**config.mk**
```make
export PLATFORM = sky130hd
export DESIGN_NAME = mem_access_unit
export DESIGN_NICKNAME = d
export VERILOG_FILES = /design/src/rtl/mem_pkg.sv /design/src/rtl/load_align.sv /design/src/rtl/mem_access_unit.sv
export SDC_FILE = /design/constraint.sdc
export NUM_CORES = 1
export LEC_CHECK = 0
export CAP_MARGIN = 20
export CORE_UTILIZATION = 39
export CTS_CLUSTER_DIAMETER = 50
export DETAILED_ROUTE_END_ITERATION = 6
export MAX_ROUTING_LAYER = met4
export PLACE_DENSITY = 0.76
export SYNTH_ARGS = -nofsm -noshare
export SYNTH_HDL_FRONTEND = slang
export SYNTH_SLANG_ARGS = --single-unit
```
**constraint.sdc**
```tcl
create_clock -name clk -period 3 [get_ports clk]
set_input_delay 0.9 -clock clk [delete_from_list [all_inputs] [get_ports clk]]
set_output_delay 0.9 -clock clk [all_outputs]
set_load 0.03 [all_outputs]
```
**src/rtl/mem_pkg.sv**
```systemverilog
// Shared memory-stage definitions: funct3 encodings, FSM states, store lane helpers.
// No logic of its own; pure functions only.
// Imported by the load/store unit and its load alignment slice.
package mem_pkg;

  localparam logic [2:0] F3_B  = 3'b000;
  localparam logic [2:0] F3_H  = 3'b001;
  localparam logic [2:0] F3_W  = 3'b010;
  localparam logic [2:0] F3_BU = 3'b100;
  localparam logic [2:0] F3_HU = 3'b101;

  typedef enum logic [1:0] {
    IDLE   = 2'd0,
    REQ    = 2'd1,
    WAIT_R = 2'd2,
    DONE   = 2'd3
  } mem_state_t;

  typedef struct packed {
    logic [3:0]  be;
    logic [31:0] wdata;
  } lanes_t;

  // Replicate store data across every lane so the slave only needs the byte enables.
  function automatic lanes_t store_lanes(input logic [2:0] f3, input logic [1:0] lane,
                                         input logic [31:0] d);
    lanes_t l;
    case (f3)
      F3_B, F3_BU: begin
        l.be    = 4'b0001 << lane;
        l.wdata = {4{d[7:0]}};
      end
      F3_H, F3_HU: begin
        l.be    = 4'b0011 << lane;
        l.wdata = {2{d[15:0]}};
      end
      default: begin
        l.be    = 4'b1111;
        l.wdata = d;
      end
    endcase
    return l;
  endfunction

  function automatic logic access_legal(input logic rd, input logic wr,
                                        input logic [2:0] f3, input logic [1:0] lane);
    logic ok;
    ok = 1'b0;
    if (rd ^ wr) begin
      case (f3)
        F3_B:    ok = 1'b1;
        F3_BU:   ok = rd;
        F3_H:    ok = !lane[0];
        F3_HU:   ok = rd && !lane[0];
        F3_W:    ok = (lane == 2'b00);
        default: ok = 1'b0;
      endcase
    end
    return ok;
  endfunction

endpackage

```
**src/rtl/load_align.sv**
```systemverilog
// Lane extraction of a read word plus sign/zero extension by access size.
// Latency: combinational.
// Backpressure: none; pure datapath.
module load_align
  import mem_pkg::*;
(
  input  logic [31:0] rdata,
  input  logic [1:0]  lane,
  input  logic [2:0]  funct3,
  output logic [31:0] data
);

  logic [31:0] shifted;

  assign shifted = rdata >> {lane, 3'b000};

  always_comb begin
    data = shifted;
    case (funct3)
      F3_B:    data = {{24{shifted[7]}}, shifted[7:0]};
      F3_BU:   data = {24'h0, shifted[7:0]};
      F3_H:    data = {{16{shifted[15]}}, shifted[15:0]};
      F3_HU:   data = {16'h0, shifted[15:0]};
      default: data = shifted;
    endcase
  end

endmodule

```
**src/rtl/mem_access_unit.sv**
```systemverilog
// Memory-stage load/store unit: one aligned valid/ready bus access per load/store.
// Latency: 2 cycles minimum (IDLE, REQ+ready(+rvalid), DONE); +1 per wait cycle.
// Backpressure: stall_o holds the pipeline until DONE; request held until dbus_ready.
module mem_access_unit
  import mem_pkg::*;
#(
  parameter int unsigned TIMEOUT_CYCLES = 255
) (
  input  logic        clk,
  input  logic        rst,
  input  logic        MEMREAD_MEM,
  input  logic        MEMWRITE_MEM,
  input  logic [31:0] ALUOUT_MEM,
  input  logic [31:0] PREOP2_MEM,
  input  logic [31:0] INSTR_MEM,
  output logic        dbus_req,
  output logic        dbus_we,
  output logic [31:0] dbus_addr,
  output logic [31:0] dbus_wdata,
  output logic [3:0]  dbus_be,
  input  logic        dbus_ready,
  input  logic        dbus_rvalid,
  input  logic [31:0] dbus_rdata,
  output logic        stall_o,
  output logic [31:0] load_data_o,
  output logic        mem_done_o,
  output logic        fault_o,
  output logic        bus_err_o
);

  mem_state_t  state;
  logic [2:0]  f3_q;
  logic [1:0]  lane_q;
  logic [31:0] tmo_cnt;
  logic [31:0] aligned;
  logic [2:0]  funct3;
  logic        op, legal, busy, expiring, completing, abort;
  lanes_t      lanes;
  logic        unused_instr;

  assign funct3       = INSTR_MEM[14:12];
  assign unused_instr = ^{INSTR_MEM[31:15], INSTR_MEM[11:0]};
  assign op           = MEMREAD_MEM | MEMWRITE_MEM;
  assign legal        = access_legal(MEMREAD_MEM, MEMWRITE_MEM, funct3, ALUOUT_MEM[1:0]);
  assign lanes        = store_lanes(funct3, ALUOUT_MEM[1:0], PREOP2_MEM);

  assign stall_o = op && legal && (state != DONE);
  assign fault_o = (state == IDLE) && op && !legal;

  // Counter holds the number of cycles already spent, so the last allowed cycle is TIMEOUT-1.
  assign busy       = (state == REQ) || (state == WAIT_R);
  assign expiring   = (TIMEOUT_CYCLES != 0) && (tmo_cnt >= TIMEOUT_CYCLES - 1);
  assign completing = ((state == REQ) && dbus_ready && (dbus_we || dbus_rvalid)) ||
                      ((state == WAIT_R) && dbus_rvalid);
  assign abort      = busy && expiring && !completing;
  assign bus_err_o  = abort;

  load_align u_load_align (
    .rdata  (dbus_rdata),
    .lane   (lane_q),
    .funct3 (f3_q),
    .data   (aligned)
  );

  always_ff @(posedge clk) begin
    if (rst) begin
      state       <= IDLE;
      dbus_req    <= 1'b0;
      dbus_we     <= 1'b0;
      dbus_addr   <= 32'h0;
      dbus_wdata  <= 32'h0;
      dbus_be     <= 4'h0;
      load_data_o <= 32'h0;
      mem_done_o  <= 1'b0;
      tmo_cnt     <= 32'h0;
      f3_q        <= 3'b000;
      lane_q      <= 2'b00;
    end else begin
      mem_done_o <= 1'b0;
      case (state)
        IDLE: begin
          if (op && legal) begin
            state      <= REQ;
            dbus_req   <= 1'b1;
            dbus_we    <= MEMWRITE_MEM;
            dbus_addr  <= {ALUOUT_MEM[31:2], 2'b00};
            dbus_wdata <= lanes.wdata;
            dbus_be    <= lanes.be;
            f3_q       <= funct3;
            lane_q     <= ALUOUT_MEM[1:0];
            tmo_cnt    <= 32'h0;
          end
        end
        REQ: begin
          if (completing) begin
            dbus_req   <= 1'b0;
            state      <= DONE;
            mem_done_o <= 1'b1;
            if (!dbus_we) load_data_o <= aligned;
          end else if (abort) begin
            dbus_req   <= 1'b0;
            state      <= DONE;
            mem_done_o <= 1'b1;
          end else begin
            tmo_cnt <= tmo_cnt + 32'd1;
            if (dbus_ready) begin
              dbus_req <= 1'b0;
              state    <= WAIT_R;
            end
          end
        end
        WAIT_R: begin
          if (dbus_rvalid) begin
            load_data_o <= aligned;
            state       <= DONE;
            mem_done_o  <= 1'b1;
          end else if (abort) begin
            state      <= DONE;
            mem_done_o <= 1'b1;
          end else begin
            tmo_cnt <= tmo_cnt + 32'd1;
          end
        end
        default: state <= IDLE;
      endcase
    end
  end

endmodule

```
* Yosys cells after proc, flatten, opt, wreduce, memory -nomap -nowiden
Index checks and enable logic that the tools add are counted.
** Cells by class
- Shift-type cells :: 3
- Equality and inequality tests :: 18
- Add/sub/neg operators :: 1
- Reductions and logical operators :: 30
- Muxes and demuxes :: 29
- $lt $le $gt $ge :: 1
- Bitwise logic cells :: 2
** Operator list (count)
- 2-to-1 mux 32 bit :: 7
- case mux 32 bit (4 select lines) :: 1
- case mux 32 bit (3 select lines) :: 1
- case mux 36 bit (2 select lines) :: 1
- case mux 32 bit (2 select lines) :: 1
- adder 32 x 1 -> 32 bit (second input constant) :: 1
- >= comparator 32 x 8 -> 1 bit (second input constant) :: 1
- >> shifter 32 x 5 -> 32 bit :: 1
- != test 2 bit (second input constant) :: 7
- equality test 3 bit (second input constant) :: 4
- 2-to-1 mux 2 bit :: 6
- logical AND 1 bit :: 10
- 2-to-1 mux 1 bit :: 8
- AND reduction 4 bit :: 2
- equality test 3 x 1 -> 1 bit (second input constant) :: 2
- logical NOT 3 bit :: 2
- case mux 2 bit (3 select lines) :: 1
- AND reduction 3 bit :: 2
- case mux 1 bit (5 select lines) :: 1
- logical NOT 2 bit :: 2
- != test 4 bit (second input constant) :: 1
- case mux 1 bit (2 select lines) :: 2
- nonzero test 2 bit :: 2
- OR reduction 2 bit :: 2
- other kinds (12) :: 16
** Word-level totals
- Flip-flop bits (word level) :: 140
- Word-level logic and storage cells :: 95
- Output and inout port bits :: 106
- Bits of input ports :: 134

* Longest topological paths before layout
Gate-level depths: netlist of run 1.
- Depth after elaboration :: 9
- Gate-level depth with buffers :: 9
- Gate-level depth less buffers :: 7

* By module
A second synthesis of run 1 with hierarchy kept.
** Second synthesis, totals
- Cell total of the unflattened synthesis :: 770
- Area, all modules :: 6232.2 um^2
** By module, submodules not included
- mem_access_unit :: area each 5537.8 um^2, instances 1, cells an instance 663, seq. area each 2802.7 um^2
- load_align :: area each 694.4 um^2, instances 1, cells an instance 107, seq. area each 0.0 um^2

* Worst setup path before layout of run 1
Ideal clock, no wire load.
- Path kind :: in2out
- From :: input ALUOUT_MEM[0]
- To :: output stall_o
- Stages :: 4
- Data required time :: 2.100 ns
- Path buffers :: 1
- Setup slack :: -0.428 ns
- Arrival time :: 2.528 ns
- Path through :: buf_6 > o41a_1 > or3_1 > nor3_1
** Between the ends
- Word-level cells in the longest chain between the ends :: 6
- Elaborated cells on any way between the ends :: 7
- Those cells by class :: mux: 2; reduce/logical: 5
** RTL lines
- start: declaration :: RTL line mem_access_unit.sv:13 : input logic [31:0] ALUOUT_MEM,
- logical NOT 1 bit :: RTL line mem_pkg.sv:53, mem_pkg.sv:54
- logical AND 1 bit :: RTL line mem_pkg.sv:54 : F3_HU: ok = rd && !lane[0];
- case mux 1 bit (5 select lines) * :: RTL line mem_pkg.sv:50 : case (f3)
- 2-to-1 mux 1 bit * :: RTL line mem_pkg.sv:49 : if (rd ^ wr) begin
- logical AND 1 bit * (2 in a row) :: RTL line mem_access_unit.sv:47 : assign stall_o = op && legal && (state != DONE);
- end: declaration :: RTL line mem_access_unit.sv:24 : output logic stall_o,
Mark *: on every way between the ends. The rest lies on a longest branch, timed or not.

* Worst setup path in the final report of run 1
- From :: input INSTR_MEM[14]
- To :: output stall_o
** Between the ends
- Word-level cells in the longest chain between the ends :: 5
- Elaborated cells on any way between the ends :: 9
- Those cells by class :: eq/ne: 4; mux: 2; reduce/logical: 3
** RTL lines
- start: declaration :: RTL line mem_access_unit.sv:15 : input logic [31:0] INSTR_MEM,
- equality test 3 x 2 -> 1 bit, or another cell as far along :: RTL line mem_pkg.sv:50
- case mux 1 bit (5 select lines) * :: RTL line mem_pkg.sv:50
- 2-to-1 mux 1 bit * :: RTL line mem_pkg.sv:49
- logical AND 1 bit * (2 in a row) :: RTL line mem_access_unit.sv:47
Marked as above.

==> results of run 1 <==
==> path summary, 6_finish.rpt <==
| kind | startpoint | end | slack [ns] | cells past startpoint |
|---|---|---|---|---|
| setup / recovery | INSTR_MEM[14] | stall_o | -0.21 | 6 |
| hold / removal | dbus_wdata[25] | dbus_wdata[25] | 0.45 | 2 |
| setup reg to reg | state[1] | state[1] | 0.66 | 7 |
| hold reg to reg | dbus_wdata[25] | dbus_wdata[25] | 0.45 | 2 |
==> kinds of logic (layout without fill, tap and decap cells) <==
logic type	count (synthesis)	in the layout	synth area share [%]
fa+ha+maj	7	7	1.45
mux	46	46	8.02
compound gates	169	169	17.7
buf+inv	65	295	4.32
other cells	1	2	0.0620
flops	140	140	46.3
simple gates	294	294	22.1
==> flip-flops by register name (all words and copies together) (netlist names) <==
name / cells
state: 2
dbus_wdata: 32
dbus_be: 4
tmo_cnt: 32
dbus_req: 1
dbus_we: 1
dbus_addr: 30
load_data_o: 32
f3_q: 3
lane_q: 2
mem_done_o: 1
==> routing by layer <==
| metal | global-route usage (%) | vias to the layer above |
|---|---|---|
| met4 | 6.59 | 0 |
| met2 | 36.2 | 174 |
| met1 | 27.9 | 2714 |
| li1 | - | 2944 |
| met5 | - | - |
| met3 | 7.51 | 18 |
==> layout by cell type, fill, tap and decap left out, drive strengths merged, types with 4 or more instances in the layout <==
cell type and instances:
ha 7, bufinv 5, inv 10, nand3 4, buf 57, mux2 10
a311oi 12, nor3 22, nand4 5, nand2 142, a211oi 22, o21ai 20
a21oi 81, clkbuf 18, nor4 11, o31ai 5, and2 24, nor2 60
clkinvlp 4, dfxtp 140, mux2i 35, nand2b 4, clkdlybuf4s50 196, o211ai 10
nor2b 12
==> power by group through the flow <==
stage	clock network [mW]	logic, mW	registers [mW]
floorplan	0	1.08	2.83
global placement	0	2.67	2.32
detailed placement	0	2.70	2.33
CTS	2.36	2.72	2.29
global route	2.44	2.92	2.33
finish	2.33	2.71	2.29
==> critical path, delay by kind of cell <==
family / cells / cell delay, ns
AOI/OAI and AO/OA: 1 / 0.46
and+or+nand+nor: 2 / 0.56
buffers and inverters: 3 / 0.38
==> area by class of cell <==
| class | count | area [sq um] | area share, % |
|---|---|---|---|
| multi-input cells | 518 | 3030 | 32.6 |
| flip-flops and latches | 140 | 2800 | 30.2 |
| repair buffers | 255 | 2520 | 27.2 |
| clock buffers | 18 | 439 | 4.73 |
| well taps | 188 | 235 | 2.53 |
| clock inverters | 13 | 215 | 2.32 |
| inverters | 9 | 46.3 | 0.498 |
==> through the flow <==
step                      setup slack, ns  TNS (ns)  power, mW
after detailed placement            -1.07    -24.46       5.03
after global placement              -1.06    -22.60       4.99
after CTS                          -0.187    -0.299       7.38
final                              -0.207    -0.340       7.33
after global routing               -0.224    -0.368       7.69
after floorplan                  -0.00363  -0.00363       3.91
==> timing repair <==
| item | 4_1_cts | 5_1_grt |
|---|---|---|
| endpoints found under the hold margin | 0 | 0 |
| pin swaps | 3 | 1 |
| setup buffers | 2 | 1 |
| resized for setup | 37 | 2 |
| endpoints found under the setup margin | 2 | 3 |
==> results.tsv, run 1 <==
metric	value	unit
status	finished with violations	
violations	setup timing	
hold_viol	0	
clkSinkCount	140	
fin_skew	0.0157	ns
htreeDepth	4	
p_int	4.82	mW
fin_crit_sh	107	%
cp_slowest_cell	o41a_1	
vias_per_cell	5.13	
path_clk_slew	0.06	ns
antenna_found_initial	0	
grt_use_total	22.9	%
crit_path_frequent_cell	buf_6	
pwr-share-comb	37.0	%
nets	1082	
final-setup-viol-count	2	
start_kind	input port	
drt-total-wl	17700	um
num_io_pins	240	
ant_nets	0	
ys_types	52	
synthCells	722	
fp.coreArea	15100	sq um
diodes	0	
placed_cell_area	8620	sq um
worst_hold_slack	0.452	ns
clockPowerShare	31.7	%
drtIter0Drc	349	
syn_area	6050	sq um
die-area	16000	sq um
design_area	9290	sq um
synthToLayoutAreaGrowth	53.6	%
start_util	40.0	%
cp_slowest_stage_delay	0.46	ns
synth-edff-count	0	
ys_seq_area_share	46.3	%
post_drt_wl_per_cell	15.5	um
min_path_type	flip-flop to flip-flop	
hold_buffers	0	
drv_cap	0	
max_slew_margin	59.3	%
grt_pass1_vias	5578	
placedCellCount	1107	
p_leak	3.42	nW
p_sw	2.52	mW
ys_ff_latch	140	
wl_met2	8310	um
synth-main-ff-cell	dfxtp_1	
vias	5850	
cts_max_path_buffers	2	
highest_layer	met4	
met3RoutedLength	1220	um
required	2.10	ns
seqPwrFrac	31.3	%
async_flop_share	0	%
critical_path_class	input port to output pin	
rsz0062_at_grt	yes	
cts_buffers	17	
setup_ws	-0.207	ns
n_fill_cell	1332	
tightest_slew	0.609	ns
die_y	127	um
drive_gt1_share	12.1	%
wl_met1	7830	um
instances_no_fill	1141	
min_period	3.21	ns
synth.largest_area_cell	dfxtp_1	
power_density	789	nW/um^2
first_pass_iters	7	
yosys_warnings	0	
max_freq	0.312	GHz
place.gp.congestion	0.858	
die_w	127	um
yosysMostFrequentCell	nand2_1	
swShare	34.3	%
drc	0	
end_kind	output pin	
grt_pass1_wl	28000	um
hpwl	12400	um
synthTopCellsByCount	nand2_1 (142), dfxtp_1 (140), a21oi_1 (81)	
cts_tree	built	
avgSynthCellArea	8.38	sq um
num_rows	45	
critPathMaxFanout	2	
synthTopCellsByArea	dfxtp_1 (46%), nand2_1 (8.8%), a21oi_1 (6.7%)	
cts_root_buf	clkbuf_16	
overflow	0	
synth_top_area_share	46.3	%
port_buffers	208	
arrival	2.31	ns
peakVddDrop	0.474	mV
slew_violations	0	
cp_cell_sequence	buf_6 > o41a_1 > or3_4 > buf_6 > nor3_4 > buf_6	
clk_latency	0.42	ns
grt_max_degree	102	
utilization	61.4	%
No activity file was read; power rests on OpenSTA's default activity.
==> inputs of run 2 (changes only) <==
- HOLD_SLACK_MARGIN: unset -> 0.08
- PLACE_DENSITY: 0.76 -> 0.77
==> run 2 against run 1 <==
  * The run still ends with setup timing left
  * Die area unchanged
  * Design area down 0.59%
  * Via count up 0.87%
  * Clock-buffer cell count up 4
  * Largest cell class unchanged
  * Setup slack better by 0.0016 ns
  * Utilization down 0.36 points
  * First-iteration DRC count down 5.2%
  * Critical path depth unchanged
==> results.tsv, run 2 (synthesized netlist as in run 1, its figures left out) <==
metric	value	unit	change
post_cts_buffers	0		-2
tightest_slew	0.592	ns	-0.0170 ns
utilization	61.0	%	-0.36 points
grt_pass1_vias	5671		+1.7%
peakVddDrop	0.476	mV	+0.51%
p_leak	3.38	nW	-1.2%
path_clk_slew	0.06	ns	about the same
cp_slowest_cell	o41a_1		
required	2.10	ns	about the same
num_io_pins	240		unchanged
critPathMaxFanout	2		unchanged
fin_skew	0.0110	ns	-0.00473 ns
ant_nets	0		unchanged
clkSinkCount	140		unchanged
diodes	0		unchanged
vias_per_cell	5.20		+1.4%
fp.coreArea	15100	sq um	unchanged
drt-total-wl	17400	um	-1.8%
hpwl	12500	um	+0.65%
setup_ws	-0.205	ns	+0.00158 ns
min_period	3.20	ns	-0.00158 ns
die-area	16000	sq um	unchanged
instances_no_fill	1135		-0.53%
nets	1075		-0.65%
cp_slowest_stage_delay	0.43	ns	-0.03 ns
cts_buffers	17		unchanged
htreeDepth	4		unchanged
cpLargestDelayFamily	simple AND/OR/NAND/NOR gates		
port_buffers	208		unchanged
min_path_type	flip-flop to flip-flop		
status	finished with violations		
clk_latency	0.43	ns	about the same
final-setup-viol-count	2		unchanged
slew_violations	0		unchanged
cp_cell_sequence	buf_6 > o41a_1 > or3_4 > buf_6 > nor3_4 > buf_6		
vias	5901		+0.87%
start_util	40.0	%	unchanged
final_cell_mix	clkdlybuf4s50_1 (197), nand2_1 (141), dfxtp_1 (140)		
tns	-0.319	ns	+0.0211 ns
end_kind	output pin		
grt_pass1_wl	28300	um	+1.0%
reg_top3	dbus_wdata (32), load_data_o (32), tmo_cnt (32)		
hold_viol	0		unchanged
synthToLayoutAreaGrowth	52.7	%	
max_slew_margin	60.4	%	+1.1 points
first_pass_iters	5		-2
max_freq	0.312	GHz	about the same
placedCellCount	1103		-0.36%
fin_crit_sh	107	%	about the same
drc	0		unchanged
rsz0062_at_grt	yes		
violations	setup timing		
drive_gt1_share	11.5	%	-0.56 points
start_kind	input port		
layout.cells.most_common	clkdlybuf4s50_1		
num_rows	45		unchanged
arrival	2.30	ns	about the same
die_w	127	um	unchanged
die_y	127	um	unchanged
drv_cap	0		unchanged
grt_max_degree	111		+8.8%
power_density	782	nW/um^2	-0.82%
antenna_found_initial	0		unchanged
overflow	0		unchanged
cts_root_buf	clkbuf_16		
crit_buf_inv	3		unchanged
cts_tree	built		
drtIter0Drc	331		-5.2%
cts_max_path_buffers	2		unchanged
post_drt_wl_per_cell	15.3	um	-1.2%
grt_use_total	23.3	%	+0.38 points
hold_buffers	0		unchanged
place.gp.congestion	0.870		+1.4%
critical_path_class	input port to output pin		
crit_path_frequent_cell	buf_6		
[run 2: worst paths after layout]
kind / cells after the start / slack (ns) / endpoint / from
min reg2reg: 2 / 0.45 / dbus_addr[28] / dbus_addr[28]
min: 2 / 0.45 / dbus_addr[28] / dbus_addr[28]
max reg2reg: 7 / 0.71 / state[1] / state[1]
max: 6 / -0.20 / stall_o / INSTR_MEM[14]
[run 2: power by group]
part | total [mW] | switching (mW) | internal, mW | leakage (nW)
combinational | 2.68 | 1.53 | 1.15 | 1.94
sequential | 2.30 | 0.149 | 2.15 | 1.14
clock | 2.26 | 0.799 | 1.46 | 0.306
[run 2: routing by layer]
metal | track usage (%) | wire (um) | vias to the layer above
met2 | 35.8 | 8040 | 186
met5 | - | 0 | -
met4 | 10.1 | 407 | 0
met1 | 28.2 | 7650 | 2752
li1 | - | - | 2936
met3 | 7.21 | 1260 | 27
[run 2: stage by stage]
stage / setup WS [ns] / power, mW / area (sq um) / hold WS, ns
finish: -0.205 / 7.23 / 9240 / 0.450
detailed placement: -1.10 / 4.99 / 8590 / 0.446
CTS: -0.191 / 7.27 / 9230 / 0.454
global placement: -1.08 / 4.96 / 8590 / 0.440
global route: -0.218 / 7.61 / 9240 / 0.468
floorplan: -0.00363 / 3.91 / 6100 / 0.430
[run 2: timing repair]
| item | 4_1_cts | 5_1_grt |
|---|---|---|
| gates resized for setup | 41 | 4 |
| endpoints found under the setup margin | 2 | 3 |
| pin swaps | 3 | 1 |
[run 2: layout make-up]
cell class / count / area, sq um
tap: 188 / 235
clock buffer: 22 / 474
timing repair buffer: 248 / 2480
sequential: 140 / 2800
multi-input combinational: 518 / 3030
inverter: 9 / 46.3
fill: 1311 / 5910
clock inverter: 10 / 163
[run 2: worst reg2reg max path: cells and delay by family (launching register included)]
kind | cells | cell delay (ns)
DFF | 1 | 0.32
AOI/OAI and AO/OA | 3 | 0.79
and+or+nand+nor | 1 | 0.69
buffers and inverters | 2 | 0.20
adders and majority gates | 1 | 0.22
==> RTL change 1: new RTL, config.mk and constraints of run 2 <==
Register the outputs `fault_o` and `bus_err_o`, with the module's reset; this adds one clock of latency there. The other outputs are not delayed to match.
--- a/src/rtl/mem_access_unit.sv
+++ b/src/rtl/mem_access_unit.sv
@@ -47,3 +47,2 @@
   assign stall_o = op && legal && (state != DONE);
-  assign fault_o = (state == IDLE) && op && !legal;
 
@@ -55,3 +54,11 @@
   assign abort      = busy && expiring && !completing;
-  assign bus_err_o  = abort;
+  always_ff @(posedge clk) begin
+    if (rst) begin
+      fault_o   <= '0;
+      bus_err_o <= '0;
+    end else begin
+      fault_o   <= (state == IDLE) && op && !legal;
+      bus_err_o <= abort;
+    end
+  end
 
Behaviour: not the same (a bounded check fails within 4 cycles, from zero or initial values and one cycle with rst high).
==> RTL change 1 against run 2 <==
  * Wire length down 1.7%
  * Largest power group is now registers
  * Sequential cell count up 2
  * Cell count about the same
  * Setup slack better by 45 ps
  * Total power down 19%
  * Synthesized area up 0.25%
  * Global-route usage down 0.96 points
  * The flow still finishes with violations (setup timing)
  * Design area down 1.1%
==> RTL change 1: results (changes against run 2) <==
Timing
  – Clock Skew: 7.24 ps (-3.73 ps)
  – Endpoints failing setup: 1 (-1)
  – TNS Setup: -160 ps (+159 ps)
  – Worst-Margin Slew: 695 ps (+103 ps)
  – PnR worst setup slack: -160 ps (+45.1 ps)

Layout
  – Fillers: 1360 (+3.7%)
  – Nets: 1076 (+0.093%)
  – Utilization after layout: 0.601 (-0.00893)
  – ANT cells: 0 (unchanged)
  – Layout cell share with drive strength beyond 1: 0.100 (-0.0149)

Placement
  – Cell area after placement: 8500 µm² (-1.0%)
  – HPWL after DPL: 12100 µm (-2.8%)
  – Worst slack, placed: -693 ps (+404 ps)
  – Final weighted congestion in routability-driven placement: 0.821 (-5.6%)
  – Port buffer count: 208 (unchanged)

Routing
  – DRC marker count from the first detailed-route iteration: 431 (+30%)
  – Post-DR vias/cell: 5.15 (-1.0%)
  – Pre-antenna DRT Iters: 4 (-1)
  – WL/cell: 15.0 µm (-1.8%)
  – Via count: 5845 (-0.95%)

Power and ir drop
  – Total power: 5850 µW (-19%)
  – Power Clock: 2100 µW (-7%)
  – Static Leak: 0.00332 µW (-1.7%)
  – Cell-internal power: 4070 µW (-14%)
  – Max VDD drop: 0.427 mV (-10%)
  – Flop pwr share: 0.368 (+0.051)

Clocking
  – H-Tree Level Count: 4 (unchanged)
  – Clock-pin slew on the worst setup and hold paths: 60 ps (about the same)

Global routing
  – Vias in the first global route: 5480 (-3.4%)
  – Routing usage on met2: 0.359 (+0.000975)
  – Total track usage: 0.223 (-0.00958)
  – Global-route wire length before repair: 27600 µm (-2.6%)
  – Met1 usage: 0.274 (-0.00755)
  – Grt met3 use: 0.0464 (-0.0257)
  – Largest net degree at the start of global routing: 46 (-59%)

Worst hold path
  – Hold Crit Class: register to register

Status
  – Status: finished with violations
  – Failing checks: setup timing

Worst setup path
  – Critical path arrival: 2260 ps (-40 ps)
  – R2R cell count: 6 (-1)
  – Reg-to-Reg Start: lane_q[1]$_SDFFE_PP0P_
  – CP Launch Point: INSTR_MEM[12]
  – Reg-to-reg slack, setup: 820 ps (+110 ps)
  – RR Endpoint: load_data_o[31]$_SDFFE_PP0P_

Synthesis
  – Synth top cells by count: nand2_1 (167), dfxtp_1 (142), a21oi_1 (63)
  – Area share of fa/ha/maj cells after synthesis: 0.0144 (-0.0000358)
  – Compound-cell area share of the yosys netlist: 0.187 (+0.00946)
  – Async SR Flop Fraction: 0 (unchanged)
  – Yosys warns: 0 (unchanged)
  – Distinct cell type count after synthesis: 51 (-1.9%)
  – Largest family of logic cells by synthesized area: simple AND/OR/NAND/NOR gates
  – Synth Area in XOR/XNOR: 0 (unchanged)
  – Register area share after synthesis: 0.469 (+0.00545)
  – Mean Syn Cell Area: 8.37 µm² (-0.17%)
  – Synth area leaders: dfxtp_1 (47%), nand2_1 (10%), mux2i_1 (5.4%), a21oi_1 (5.2%), a211oi_1 (4.1%)
  – Post-synthesis mux area share: 0.0730 (-0.00721)
-- RTL change 1: critical path, cell delays in order --
cell	delay, ps
buf_6	90
o41a_1	450
or4_4	570
nor2_4	110
buf_6	130
-- RTL change 1: cell families after synthesis --
logic type      after synthesis
compound gates              172
fa+ha+maj                     7
buf+inv                      64
flops                       142
mux                          42
other cells                   1
simple gates                297
-- RTL change 1: how the worst min path moves through the flow --
stage,start,endpoint,slack [ps]
floorplan,tmo_cnt[8]$_SDFFE_PP0P_,tmo_cnt[8]$_SDFFE_PP0P_,430
detailed placement,tmo_cnt[13]$_SDFFE_PP0P_,tmo_cnt[13]$_SDFFE_PP0P_,440
CTS,dbus_addr[31]$_SDFFE_PP0P_,dbus_addr[31]$_SDFFE_PP0P_,450
finish,dbus_addr[15]$_SDFFE_PP0P_,dbus_addr[15]$_SDFFE_PP0P_,450
global route,tmo_cnt[29]$_SDFFE_PP0P_,tmo_cnt[29]$_SDFFE_PP0P_,470
global placement,dbus_addr[28]$_SDFFE_PP0P_,dbus_addr[28]$_SDFFE_PP0P_,440
-- RTL change 1: repair_timing --
item / 4_1_cts / 5_1_grt
setup buffers: 2 / 0
pin swaps: 4 / 1
resized for setup: 35 / 2
endpoints found under the setup margin: 1 / 1
endpoints found under the hold margin: 0 / 0
-- RTL change 1: final cells by class --
| cell class | instances | area share |
|---|---|---|
| multi-input cells | 520 | 0.330 |
| flip-flops and latches | 142 | 0.311 |
| repair buffers | 244 | 0.264 |
| clock buffers | 23 | 0.0534 |
| well taps | 188 | 0.0257 |
| clock inverters | 9 | 0.0119 |
| inverters | 10 | 0.00438 |
-- RTL change 1: layer usage --
layer  wire length (µm)  vias to the layer above
met5                  0                        -
met4                485                        0
met3                918                       32
met2               8020                      198
met1               7640                     2674
li1                   -                     2941
==> RTL change 2: new RTL, flow settings as in run 2 <==
Without the edit above. `TIMEOUT_CYCLES`: 255 -> 191.
--- a/src/rtl/mem_access_unit.sv
+++ b/src/rtl/mem_access_unit.sv
@@ -6,3 +6,3 @@
 #(
-  parameter int unsigned TIMEOUT_CYCLES = 255
+  parameter int unsigned TIMEOUT_CYCLES = 191
 ) (
Formal check against the unedited RTL: no difference found for any inputs over 4 cycles, from zero or initial values and one cycle with rst high; that may be too few to reach the edited logic, so the function may still have changed.
==> RTL change 2 against run 2 <==
  * Sequential cell count unchanged
  * Synthesized area down 0.10%
  * Largest power group unchanged
  * Total power down 5.4%
  * Clock skew down 3.1 ps
  * Die area decreased by 0.10%
  * Register-to-register slack worse by 100 ps
  * Cell count is essentially flat
  * First-iteration DRC count is 6.6% higher
  * Non-clock buffer count fell by 5
  * Setup slack improved by 230 ps
  * Design area is 1.6% lower
  * Wire length up 0.16%
  * Clock power fell by 4%
==> RTL change 2: results (changes against run 2) <==
Placement
  – Worst slack, placed: -292 ps (+804 ps)
  – HPWL after DPL: 12300 µm (-1.1%)
  – Cell area after placement: 8420 µm² (-1.9%)
  – Final weighted congestion in routability-driven placement: 0.888 (+2.1%)

Synthesis
  – Mean Syn Cell Area: 8.31 µm² (-0.79%)
  – Distinct cell type count after synthesis: 51 (-1.9%)
  – Synth top cells by count: nand2_1 (147), dfxtp_1 (140), a21oi_1 (75)
  – Register area share after synthesis: 0.464 (+0.000479)
  – Post-synth top flop: dfxtp_1
  – Synth area leaders: dfxtp_1 (46%), nand2_1 (9.1%), mux2i_1 (6.3%), a21oi_1 (6.2%), nor2_1 (4.0%)

Global routing
  – Total track usage: 0.227 (-0.00631)
  – Global-route wire length before repair: 27400 µm (-3.1%)
  – Largest net degree at the start of global routing: 55 (-50%)
  – Initial antenna violation count: 2 (+2)
  – Vias in the first global route: 5387 (-5.0%)

Worst setup path
  – Slowest cell on crit path: clkdlybuf4s50_1
  – Critical path arrival: 2070 ps (-230 ps)
  – Cell family with most CP delay: buffers and inverters

Timing
  – TNS Setup: 0 ps (+319 ps)
  – Slew margin rel.: 0.513 (-0.0912)
  – Clock Skew: 7.86 ps (-3.11 ps)

Power and ir drop
  – Power Density: 752 nW/µm² (-3.8%)
  – Static Leak: 0.00336 µW (-0.45%)
  – Max VDD drop: 0.397 mV (-17%)

Layout
  – Nets: 1074 (-0.093%)
  – Fillers: 1285 (-2.0%)
  – Layout cell share with drive strength beyond 1: 0.104 (-0.0115)
  – Regs by FF count: dbus_wdata x32, load_data_o x32, tmo_cnt x32

Routing
  – DRC marker count from the first detailed-route iteration: 353 (+6.6%)
  – WL final: 17400 µm (+0.16%)
  – Via count: 5749 (-2.6%)
  – Post-DR vias/cell: 5.06 (-2.7%)
  – Drt drc: 0 (unchanged)

Status
  – Status: finished, final reports clean

Clocking
  – Buffer depth of the longest clock path: 2 (unchanged)
## RTL change 2: layer usage
layer,track usage,share of wire
met4,0.0985,0.027
met2,0.337,0.45
met3,0.0603,0.058
met5,-,0
met1,0.289,0.47
## RTL change 2: cell type report
| class | count | share of cell area |
|---|---|---|
| clock inverters | 7 | 0.0121 |
| inverters | 11 | 0.00454 |
| clock buffers | 25 | 0.0545 |
| diodes | 2 | 0.000550 |
| flip-flops and latches | 140 | 0.308 |
| repair buffers | 243 | 0.265 |
| well taps | 188 | 0.0259 |
| multi-input cells | 520 | 0.329 |
## RTL change 2: cells by family after synthesis
kind of cell,share of synthesized area
other cells,0.000620
simple gates,0.225
mux,0.0816
compound gates,0.164
buf+inv,0.0497
fa+ha+maj,0.0145
xor+xnor,0.00145
flops,0.464
## RTL change 2: timing repair
action                     in CTS  in global routing
gates resized for setup        11                  8
setup buffers                   1                  2
cloned                          0                  0
pin swaps                       3                  4
setup endpoints to repair       3                  3
## RTL change 2: worst paths after layout
kind	startpoint	endpoint	slack, ps
worst min register to register	dbus_addr[15]$_SDFFE_PP0P_	dbus_addr[15]$_SDFFE_PP0P_	450
worst min-delay path	dbus_addr[15]$_SDFFE_PP0P_	dbus_addr[15]$_SDFFE_PP0P_	450
worst max-delay path	INSTR_MEM[13]	fault_o	30
worst max register to register	tmo_cnt[0]$_SDFFE_PP0P_	state[0]$_SDFFE_PP0P_	610
## RTL change 2: power by group
| part | leakage (µW) | switching [µW] | internal (µW) | total [µW] |
|---|---|---|---|---|
| Sequential | 0.00114 | 145 | 2110 | 2260 |
| Combinational | 0.00193 | 1380 | 1030 | 2410 |
| Clock | 0.000301 | 780 | 1390 | 2170 |
| Total | 0.00336 | 2310 | 4530 | 6840 |
